$ cat config.mk
export PLATFORM = sky130hd
export DESIGN_NAME = mem_stage_ctrl
export DESIGN_NICKNAME = d
export VERILOG_FILES = /design/src/rtl/mem_stage_ctrl.sv
export SDC_FILE = /design/constraint.sdc
export NUM_CORES = 1
export LEC_CHECK = 0
export CAP_MARGIN = 20
export CELL_PAD_IN_SITES_DETAIL_PLACEMENT = 1
export CELL_PAD_IN_SITES_GLOBAL_PLACEMENT = 1
export CORE_UTILIZATION = 30
export CTS_CLUSTER_SIZE = 10
export DETAILED_ROUTE_END_ITERATION = 12
export HOLD_SLACK_MARGIN = 0.15
export PLACE_DENSITY_LB_ADDON = 0.1
export SLEW_MARGIN = 40
export SYNTH_ARGS = -nofsm -noshare
export SYNTH_HDL_FRONTEND = slang
export SYNTH_SLANG_ARGS = --single-unit
$ cat constraint.sdc
create_clock -name clk -period 2.1 [get_ports clk]
set_input_delay 0.21 -clock clk [delete_from_list [all_inputs] [get_ports clk]]
set_output_delay 0.21 -clock clk [all_outputs]
set_load 0.01 [all_outputs]
$ cat src/rtl/mem_stage_ctrl.sv
// Memory-stage controller: classifies the EX/MEM slot, runs the data-memory
// handshake, stalls upstream while a load/store is in flight and drives MEM/WB.
module mem_stage_ctrl (
  input  logic        clk,
  input  logic        rst,
  input  logic [6:0]  ex_opcode,
  input  logic [2:0]  ex_funct3,
  input  logic [4:0]  ex_rd,
  input  logic [31:0] ex_pc,
  input  logic [31:0] ex_alu_out,
  input  logic [31:0] ex_rs2_out,
  output logic        dmem_read,
  output logic        dmem_write,
  output logic [31:0] dmem_address,
  output logic [31:0] dmem_wdata,
  output logic [3:0]  dmem_mbe,
  input  logic [31:0] dmem_rdata,
  input  logic        dmem_resp,
  output logic        stall,
  output logic        misaligned,
  output logic        wb_regwrite,
  output logic [4:0]  wb_rd,
  output logic [31:0] wb_data
);

  localparam logic [6:0] OP_LOAD  = 7'b0000011;
  localparam logic [6:0] OP_STORE = 7'b0100011;
  localparam logic [6:0] OP_JAL   = 7'b1101111;
  localparam logic [6:0] OP_JALR  = 7'b1100111;
  localparam logic [6:0] OP_IMM   = 7'b0010011;
  localparam logic [6:0] OP_REG   = 7'b0110011;
  localparam logic [6:0] OP_LUI   = 7'b0110111;
  localparam logic [6:0] OP_AUIPC = 7'b0010111;

  typedef enum logic [1:0] {IDLE, BUSY, DONE} state_t;

  state_t      state, state_nxt;
  logic        is_load, is_store, is_link, is_alu, is_mem;
  logic        is_half, is_word, mis_c, mem_go;
  logic [1:0]  off;
  logic        rd_req_d, wr_req_d;
  logic        wb_we_d;
  logic [31:0] wb_data_d;
  logic [31:0] ld_data_p1;

  // Shift the addressed lane down and extend according to funct3.
  function automatic logic [31:0] ld_extend(input logic [31:0] raw,
                                            input logic [1:0]  lane,
                                            input logic [2:0]  f3);
    logic [31:0] sh;
    sh = raw >> {lane, 3'b000};
    case (f3)
      3'b000:  return {{24{sh[7]}}, sh[7:0]};
      3'b001:  return {{16{sh[15]}}, sh[15:0]};
      3'b100:  return {24'd0, sh[7:0]};
      3'b101:  return {16'd0, sh[15:0]};
      default: return sh;
    endcase
  endfunction

  always_comb begin
    is_load  = (ex_opcode == OP_LOAD);
    is_store = (ex_opcode == OP_STORE);
    is_link  = (ex_opcode == OP_JAL) || (ex_opcode == OP_JALR);
    is_alu   = (ex_opcode == OP_IMM) || (ex_opcode == OP_REG) ||
               (ex_opcode == OP_LUI) || (ex_opcode == OP_AUIPC);
    is_mem   = is_load || is_store;
    off      = ex_alu_out[1:0];
    is_half  = (ex_funct3[1:0] == 2'b01);
    is_word  = ex_funct3[1];
    mis_c    = is_mem && ((is_half && off[0]) || (is_word && (off != 2'b00)));
    mem_go   = is_mem && !mis_c;
  end

  assign stall        = mem_go && (state != DONE);
  assign dmem_address = {ex_alu_out[31:2], 2'b00};
  assign dmem_wdata   = ex_rs2_out << {off, 3'b000};

  always_comb begin
    dmem_mbe = 4'b0001 << off;
    if (is_word)      dmem_mbe = 4'b1111;
    else if (is_half) dmem_mbe = 4'b0011 << off;
  end

  always_comb begin
    state_nxt = state;
    case (state)
      IDLE:    if (mem_go) state_nxt = BUSY;
      BUSY:    if (dmem_resp) state_nxt = DONE;
      DONE:    state_nxt = IDLE;
      default: state_nxt = IDLE;
    endcase
    // Requests are registered, so they are high exactly while in BUSY.
    rd_req_d = (state_nxt == BUSY) && is_load;
    wr_req_d = (state_nxt == BUSY) && is_store;
  end

  always_comb begin
    wb_we_d = (is_load || is_link || is_alu) && (ex_rd != 5'd0) && !mis_c;
    if (is_load)      wb_data_d = ld_data_p1;
    else if (is_link) wb_data_d = ex_pc + 32'd4;
    else              wb_data_d = ex_alu_out;
  end

  // MEM -> WB boundary
  always_ff @(posedge clk or negedge rst) begin
    if (!rst) begin
      state       <= IDLE;
      dmem_read   <= 1'b0;
      dmem_write  <= 1'b0;
      misaligned  <= 1'b0;
      ld_data_p1  <= 32'd0;
      wb_regwrite <= 1'b0;
      wb_rd       <= 5'd0;
      wb_data     <= 32'd0;
    end else begin
      state      <= state_nxt;
      dmem_read  <= rd_req_d;
      dmem_write <= wr_req_d;
      misaligned <= mis_c;
      if ((state == BUSY) && dmem_resp && is_load)
        ld_data_p1 <= ld_extend(dmem_rdata, off, ex_funct3);
      if (!stall) begin
        wb_regwrite <= wb_we_d;
        wb_rd       <= ex_rd;
        wb_data     <= wb_data_d;
      end else begin
        wb_regwrite <= 1'b0;
      end
    end
  end

endmodule

==> results of run 1 <==
-- cell usage after synthesis (all sizes together) (4+ instances only) --
library cell	instances	share of area, %
nand3	15	1.4
clkbuf	17	1.2
o21a	4	0.55
and2	14	1.6
nand4	17	2.0
a221o	11	2.0
nor2b	16	1.8
o22ai	5	0.69
xor2	11	1.8
nand2	87	6.0
o22a	8	1.3
o21ai	26	2.4
dfrtp	75	35
a21oi	33	3.3
nand2b	4	0.46
a31oi	7	0.81
mux2	8	1.7
nor2	73	5.2
xnor2	17	2.7
mux2i	43	7.9
nor3	5	0.46
inv	20	1.5
buf	61	7.7
or2	5	0.62
a211oi	17	2.4
and3	9	1.0
-- repair_timing --
item,in CTS,in global routing
pin swaps,0,0
resized for setup,1,4
hold buffers,1,0
buffers inserted,0,0
hold endpoints to repair,75,0
endpoints found under the setup margin,1,4
-- kinds of logic after synthesis --
logic type                 Yosys count
DFF                                 75
and+or+nand+nor                    255
other                                1
buffers and inverters               98
muxes                               52
adders and majority gates            1
AOI/OAI and AO/OA                  138
xor gates and xnor gates            28
-- power by group --
group	internal, mW	total (mW)	switching [mW]
registers	1.49	1.53	0.0314
clock network	0.983	1.58	0.595
logic	0.649	1.13	0.486
total	3.13	4.24	1.11
-- layout make-up --
type,count,area [µm²]
fillers,2000,8912
repair buffers,313,3032
multi-input cells,476,2989
flip-flops and latches,75,1877
well taps,225,281.5
clock buffers,12,256.5
inverters,20,80.08
clock inverters,4,48.80
-- tightest hold or removal path, stage by stage --
cell and delay [ns]:
dlymetal6s2s_1 0.15, nand4_1 0.09, a211oi_1 0.06
-- worst max path at each step --
stage | to | cells after the start | slack (ns) | from
3_3_place_gp | stall | 6 | -0.24 | ex_opcode[0]
5_1_grt | stall | 6 | 0.008 | ex_opcode[4]
2_1_floorplan | wb_data[22] | 7 | 0.28 | ex_opcode[4]
3_5_place_dp | wb_data[22] | 7 | -0.31 | ex_opcode[0]
6_report | stall | 6 | 0.07 | ex_opcode[4]
4_1_cts | stall | 6 | 0.007 | ex_opcode[0]
-- state kept, by name, summed over array words and instances, names as in the netlist --
| signal | count |
|---|---|
| ld_data_p1 | 32 |
| state | 2 |
| misaligned | 1 |
| wb_regwrite | 1 |
| dmem_write | 1 |
| wb_data | 32 |
| dmem_read | 1 |
| wb_rd | 5 |
-- layer usage --
| layer | up-vias | track usage, % |
|---|---|---|
| met5 | - | 0 |
| met4 | 0 | 7.901 |
| met3 | 35 | 4.400 |
| met2 | 179 | 41.51 |
| met1 | 2760 | 26.17 |
| li1 | 2726 | - |
-- through the flow --
step           worst slack, ns  area, µm²  cells
3_5_place_dp           -0.3104       8240   1108
6_report               0.07001       8564   1125
4_1_cts               0.007441       8554   1125
3_3_place_gp           -0.2374       8240   1108
2_1_floorplan           0.2807       5426    649
5_1_grt               0.008498       8564   1125
==> flow_metrics.env, run 1 <==
export IMPL_outcome="completed"
export IMPL_met1_length_um=8562
export IMPL_min_path_type="in -> reg"
export IMPL_drt_total_wl_um=20700
export IMPL_yosys_warnings=0
export IMPL_cp_cell_sequence="clkdlybuf4s50_1, nand3b_4, or4_1, or2_4, inv_6, clkdlybuf4s15_1"
export IMPL_routed_via_count=5700
export IMPL_port_buffer_count=253
export IMPL_firstDrtPassIters=4
export IMPL_post_route_min_period_ns=2.030
export IMPL_grt_pass1_wl_um=32170
export IMPL_cp_end_kind="output pin"
export IMPL_r2r_end="wb_data[22]"
export IMPL_wl_met2_um=10580
export IMPL_min_from="ex_opcode[0]"
export IMPL_ant_nets=0
export IMPL_die_width_um=136.4
export IMPL_final_cell_mix="247 x clkdlybuf4s50_1, 87 x nand2_1, 75 x dfrtp_1"
export IMPL_cts_tree="yes"
export IMPL_netlist_instances=648
export IMPL_regToRegStartpoint="state[0]"
export IMPL_synthXorXnorAreaFrac_pct=4.522
export IMPL_hold_end="wb_regwrite"
export IMPL_rsz0062_at_grt="no"
export IMPL_fin_hold_ws_ns=0.2170
export IMPL_viasPerCell=5.067
export IMPL_max_stage_delay_ns=0.43
export IMPL_setup_viol=0
export IMPL_synthToLayoutAreaGrowth_pct=57.94
export IMPL_required_ns=1.89
export IMPL_drc=0
export IMPL_wl_per_cell_um=18.40
export IMPL_tightest_slew_ns=0.6730
export IMPL_drive_gt1_share_pct=11.56
export IMPL_synthArstFlopShare_pct=100.0
export IMPL_ys_seq_area_share_pct=34.61
export IMPL_report_final_slew_viol_count=0
export IMPL_ios=256
export IMPL_antenna_found_initial=0
export IMPL_design_core_area_um2=17480
export IMPL_netlist_area_um2=5423
export IMPL_clkLatencyLatePin_ns=0.34
export IMPL_grt_pass1_vias=6200
export IMPL_grt_usage_pct=22.74
export IMPL_timing_worst_setup_path_type="in -> out"
export IMPL_start_util_pct=31.03
export IMPL_cp_arrival_ns=1.82
export IMPL_whs_path_depth=3
export IMPL_die_area_um2=18620
export IMPL_antenna_cells=0
export IMPL_drv_cap=0
export IMPL_p_per_area_nw_per_um2=494.8
export IMPL_place_congestion=0.8294
export IMPL_max_freq_mhz=492.6
export IMPL_reg2reg_depth=5
export IMPL_worst_path_buf_inv=3
export IMPL_final_common_cell="clkdlybuf4s50_1"
export IMPL_fin_util_pct=49.00
export IMPL_final_nets=1042
export IMPL_r2r_setup_slack_ns=0.36
export IMPL_dr_wl_met3_um=1035
export IMPL_leakage_nw=3.697
export IMPL_cts_root_buf="clkbuf_16"
export IMPL_ys_ff_latch=75
export IMPL_drt_iter0_markers=200
export IMPL_finalClockSkew_ns=0.006480
export IMPL_synth_top_family_by_area="simple AND/OR/NAND/NOR gates"
export IMPL_start_kind="primary input"
export IMPL_clkTransAtPathRegs_ns=0.06
export IMPL_slew_headroom_pct=55.08
export IMPL_hold_viol_final=0
export IMPL_synth_simple_area_share_pct=22.27
export IMPL_synth_mux_area_share_pct=10.01
export IMPL_synthAdderAreaFrac_pct=0.2307
export IMPL_finalSetupTns_ns=0
export IMPL_fin_crit_sh_pct=96.67
export IMPL_numCtsBuffers=9
export IMPL_grt_ovfl_total=0
export IMPL_crit_family="simple AND/OR/NAND/NOR gates"
export IMPL_syn_avg_cell_area_um2=8.368
export IMPL_highest_layer="met4"
export IMPL_synth_edf_count=0
export IMPL_cts_max_path_buffers=2
export IMPL_die_h_um=136.4
export IMPL_dp_hpwl_um=16950
export IMPL_grt_max_degree=59
export IMPL_cts_sink_count=75
export IMPL_synth_cell_types=62
export IMPL_irDropWorstVdd_mv=0.3947
export IMPL_crit_slowest_cell="clkdlybuf4s50_1"
export IMPL_htree_levels=3
export IMPL_synth_top_flop_cell="dfrtp_1"
export IMPL_p_total_mw=4.238
export IMPL_core_rowCount=48
export IMPL_critPathMaxFanout=2
export IMPL_synth_compound_area_share_pct=17.90
(Power assumes the default switching activity.)
==> run 2: changes to the inputs <==
--- a/config.mk
+++ b/config.mk
@@ -8,7 +8,7 @@
 export CAP_MARGIN = 20
 export CELL_PAD_IN_SITES_DETAIL_PLACEMENT = 1
 export CELL_PAD_IN_SITES_GLOBAL_PLACEMENT = 1
-export CORE_UTILIZATION = 30
+export CORE_UTILIZATION = 27
 export CTS_CLUSTER_SIZE = 10
 export DETAILED_ROUTE_END_ITERATION = 12
 export HOLD_SLACK_MARGIN = 0.15
==> constraint.sdc (replaced) <==
create_clock -name clk -period 1.8 [get_ports clk]
set_input_delay 0.18 -clock clk [delete_from_list [all_inputs] [get_ports clk]]
set_output_delay 0.18 -clock clk [all_outputs]
set_load 0.01 [all_outputs]
==> run 2 against run 1 <==
  * Total power rose by 15%
  * Sequential power rose by 16%
  * Final cell count rose by 7.4%
  * Utilization fell by 2.6 points
  * Setup slack got worse by 0.015 ns
  * Cell area rose by 6.1%
  * Critical endpoint is now dmem_wdata[21]
  * Highest routed layer unchanged
  * Clock-buffer cell count did not move
==> flow_metrics.env, run 2 (synthesis results as in run 1) <==
export IMPL_grt_max_degree=45
export IMPL_fin_crit_sh_pct=96.96
export IMPL_leakage_nw=3.986
export IMPL_final_cell_mix="240 x clkdlybuf4s50_1, 89 x buf_4, 86 x nand2_1"
export IMPL_cts_max_path_buffers=2
export IMPL_grt_usage_pct=21.22
export IMPL_firstDrtPassIters=4
export IMPL_p_per_area_nw_per_um2=534.6
export IMPL_htree_levels=3
export IMPL_fin_hold_ws_ns=0.1431
export IMPL_core_rowCount=51
export IMPL_fin_cells=1208
export IMPL_die_h_um=143.7
export IMPL_max_freq_mhz=573.0
export IMPL_post_route_min_period_ns=1.745
export IMPL_finalSetupTns_ns=0
export IMPL_dp_cells=1185
export IMPL_antenna_found_initial=0
export IMPL_cts_sink_count=75
export IMPL_start_kind="primary input"
export IMPL_timing_worst_setup_path_type="in -> out"
export IMPL_drive_gt1_share_pct=17.29
export IMPL_reg_top3="ld_data_p1 x32, wb_data x32, wb_rd x5"
export IMPL_routed_via_count=5884
export IMPL_final_common_cell="clkdlybuf4s50_1"
export IMPL_cp_end_kind="output pin"
export IMPL_final_nets=1087
export IMPL_rsz0062_at_grt="yes"
export IMPL_outcome="completed"
export IMPL_start_util_pct=27.68
export IMPL_clkTransAtPathRegs_ns=0.06
export IMPL_critPathMaxFanout=2
export IMPL_min_path_type="in -> reg"
export IMPL_drv_cap=0
export IMPL_drc=0
export IMPL_viasPerCell=4.871
export IMPL_grt_pass1_vias=6304
export IMPL_cts_root_buf="clkbuf_16"
export IMPL_dp_hpwl_um=17570
export IMPL_p_total_mw=4.858
export IMPL_ios=256
export IMPL_numCtsBuffers=9
export IMPL_die_width_um=143.7
export IMPL_ant_nets=0
export IMPL_design_core_area_um2=19590
export IMPL_wl_per_cell_um=18.01
export IMPL_port_buffer_count=253
export IMPL_die_area_um2=20660
export IMPL_setup_viol=0
export IMPL_cts_tree="yes"
export IMPL_irDropWorstVdd_mv=0.4485
export IMPL_grt_ovfl_total=0
export IMPL_synthToLayoutAreaGrowth_pct=67.56
export IMPL_finalClockSkew_ns=0.007122
export IMPL_required_ns=1.62
export IMPL_clkLatencyLatePin_ns=0.34
export IMPL_report_final_slew_viol_count=0
export IMPL_place_congestion=0.8865
export IMPL_fillers=2305
export IMPL_drt_total_wl_um=21760
export IMPL_cp_arrival_ns=1.57
export IMPL_drt_iter0_markers=197
export IMPL_antenna_cells=0
export IMPL_hold_viol_final=0
export IMPL_grt_pass1_wl_um=33340
-- run 2: worst paths after layout --
path	startpoint	endpoint	slack, ns	cells after the start
min	ex_opcode[0]	wb_regwrite	0.14	3
min in group asynchronous	rst	wb_data[1]	0.35	2
max	ex_rs2_out[21]	dmem_wdata[21]	0.05	4
max in group asynchronous	rst	dmem_write	0.83	3
max reg2reg	state[1]	wb_data[27]	0.14	7
min reg2reg	wb_rd[4]	wb_rd[4]	0.47	2
-- run 2: routing by layer --
layer  vias to the layer above  routed length [µm]  track usage, %  part of all wire (%)
li1                       2833                   -               -                     -
met2                       162               10900           37.20                    50
met4                         0                 443           7.279                   2.0
met3                        33                1022           3.199                   4.7
met1                      2856                9397           26.35                    43
met5                         -                   0               0                     0
-- run 2: area by class of cell --
class | instances | area, µm² | share of cell area, %
multi-input cells | 476 | 3052 | 33.59
repair buffers | 358 | 3477 | 38.27
clock inverters | 2 | 12.51 | 0.1377
well taps | 265 | 331.6 | 3.649
clock buffers | 12 | 256.5 | 2.823
inverters | 20 | 80.08 | 0.8813
flip-flops and latches | 75 | 1877 | 20.66
-- run 2: through the flow --
stage	utilization [%]	instance area, µm²	worst slack [ns]
2_1_floorplan	-	5426	0.01065
3_3_place_gp	43.87	8593	-0.5358
3_5_place_dp	43.87	8593	-0.5781
4_1_cts	45.89	8990	0.008049
5_1_grt	46.38	9086	-0.04573
6_report	46.38	9086	0.05475
-- run 2: power by group --
part | switching, mW | internal (mW) | total, mW
logic | 0.587 | 0.804 | 1.39
registers | 0.0384 | 1.74 | 1.78
clock network | 0.693 | 0.991 | 1.68
total | 1.32 | 3.54 | 4.86
-- run 2: worst max-delay path, stage by stage --
cell             delay [ns]
clkdlybuf4s50_1        0.50
mux2i_1                0.08
o21ai_0                0.23
clkdlybuf4s50_1        0.58
-- run 2: timing repair --
action                                 4_1_cts  5_1_grt
pin swaps                                    5        7
hold buffers                                 1        0
resized for setup                           32       20
endpoints found under the hold margin       31        0
setup endpoints to repair                   74       54
cloned                                       1        1
setup buffers                                4        2
==> edit (config.mk and constraints of run 2) <==
Reset style: synchronous (`rst`), changed in one clocked block.
--- a/src/rtl/mem_stage_ctrl.sv
+++ b/src/rtl/mem_stage_ctrl.sv
@@ -103,7 +103,7 @@
   end
 
   // MEM -> WB boundary
-  always_ff @(posedge clk or negedge rst) begin
+  always_ff @(posedge clk) begin
     if (!rst) begin
       state       <= IDLE;
       dmem_read   <= 1'b0;
Check against the original RTL: differs if rst is asserted again (counterexample within 4 cycles, from zero or initial values and one cycle with rst low); with rst held inactive, the same outputs for 4 cycles.
==> edit against run 2 <==
- global-route usage grew 2.2 points
- sequential cell count stayed put
- largest power group is now the clock network
- sequential share of layout area is 4.0 points lower
- clock skew is 2.7 ps higher
- worst setup slack gained 7.1 ps
- routed wire length is 8.8% higher
- highest routed layer unchanged
- power up 3.5%
- final area shrank 0.51%
- critical endpoint is now dmem_wdata[28]
- area after synthesis down 3.6%
==> edit: results <==
export IMPL_synthArstFlopShare_pct=0
export IMPL_min_to="wb_data[6]$_SDFFE_PN0N_"
export IMPL_total_leakage_power_nw=3.733
export IMPL_final_nets=1145
export IMPL_met1_usage_pct=25.88
export IMPL_layout_drive_gt1_share_pct=16.55
export IMPL_place_inst=1244
export IMPL_timing_rr_end="ld_data_p1[19]$_SDFFE_PN0P_"
export IMPL_seq_area_frac_synth_pct=28.73
export IMPL_internal_power_mw=3.632
export IMPL_ff_latch_area_sq_um=1501
export IMPL_syn_area_per_cell_sq_um=7.434
export IMPL_ys_types=58
export IMPL_clock_fmax_ghz=0.5753
export IMPL_fill_cells=2250
export IMPL_cp_startpoint="ex_alu_out[0]"
export IMPL_synth_area_leaders="dfxtp_1, mux2i_1, o21ai_0"
export IMPL_drtIter0Drc=238
export IMPL_globalplace_congestion=0.8250
export IMPL_grt_util_met2_pct=44.03
export IMPL_min_delay_start="rst"
export IMPL_r2r_cells=6
export IMPL_hpwl_um=19340
export IMPL_wl_met1_um=9362
export IMPL_grt_first_pass_wirelength_um=36230
export IMPL_holdWs_ps=226.5
export IMPL_cp_endpoint="dmem_wdata[28]"
export IMPL_num_vias=6381
export IMPL_critPathMaxFanout=16
export IMPL_dp_slack_ps=-524.0
export IMPL_synth_commonest_cells="nand2_1, dfxtp_1, nor2_1"
export IMPL_outcome="completed"
export IMPL_use_met3_pct=4.314
export IMPL_peakVddDrop_uv=534.8
export IMPL_dpl_cell_area_sq_um=8514
export IMPL_grt_pass1_vias=6911
export IMPL_grt_max_degree=33
export IMPL_clock_skew_ps=9.806
export IMPL_routed_wl_met2_um=12530
export IMPL_path_clk_slew_ps=60
export IMPL_max_stage_delay_ps=550
export IMPL_via_per_inst=5.052
export IMPL_r2r_start="state[1]$_SDFF_PN0_"
export IMPL_track_usage_pct=23.45
[edit: cell type report]
cell class / count / area share (%)
timing repair buffer: 363 / 38.44
multi-input combinational: 539 / 37.59
sequential: 75 / 16.61
tap: 260 / 3.599
clock buffer: 10 / 2.644
clock inverter: 6 / 0.7059
inverter: 10 / 0.4152
[edit: power by group through the flow]
stage          Sequential [mW]  Clock, mW  Combinational, mW
2_1_floorplan             1.79          0              0.527
3_3_place_gp              1.78          0               1.39
3_5_place_dp              1.78          0               1.43
4_1_cts                   1.75       1.87               1.44
5_1_grt                   1.75       1.94               1.55
6_report                  1.75       1.84               1.44
[edit: cells by family after synthesis]
kind of cell	Yosys count	synth area share [%]
simple gates	269	24.99
other cells	1	0.07175
xor+xnor	23	3.854
flops	75	28.73
mux	48	9.217
buf+inv	90	8.858
compound gates	196	24.04
fa+ha+maj	1	0.2394
[edit: what timing repair did]
item	CTS	global route
gates resized for setup	21	39
cloned	1	0
endpoints found under the setup margin	25	44
setup buffers	1	1
pin swaps	3	13
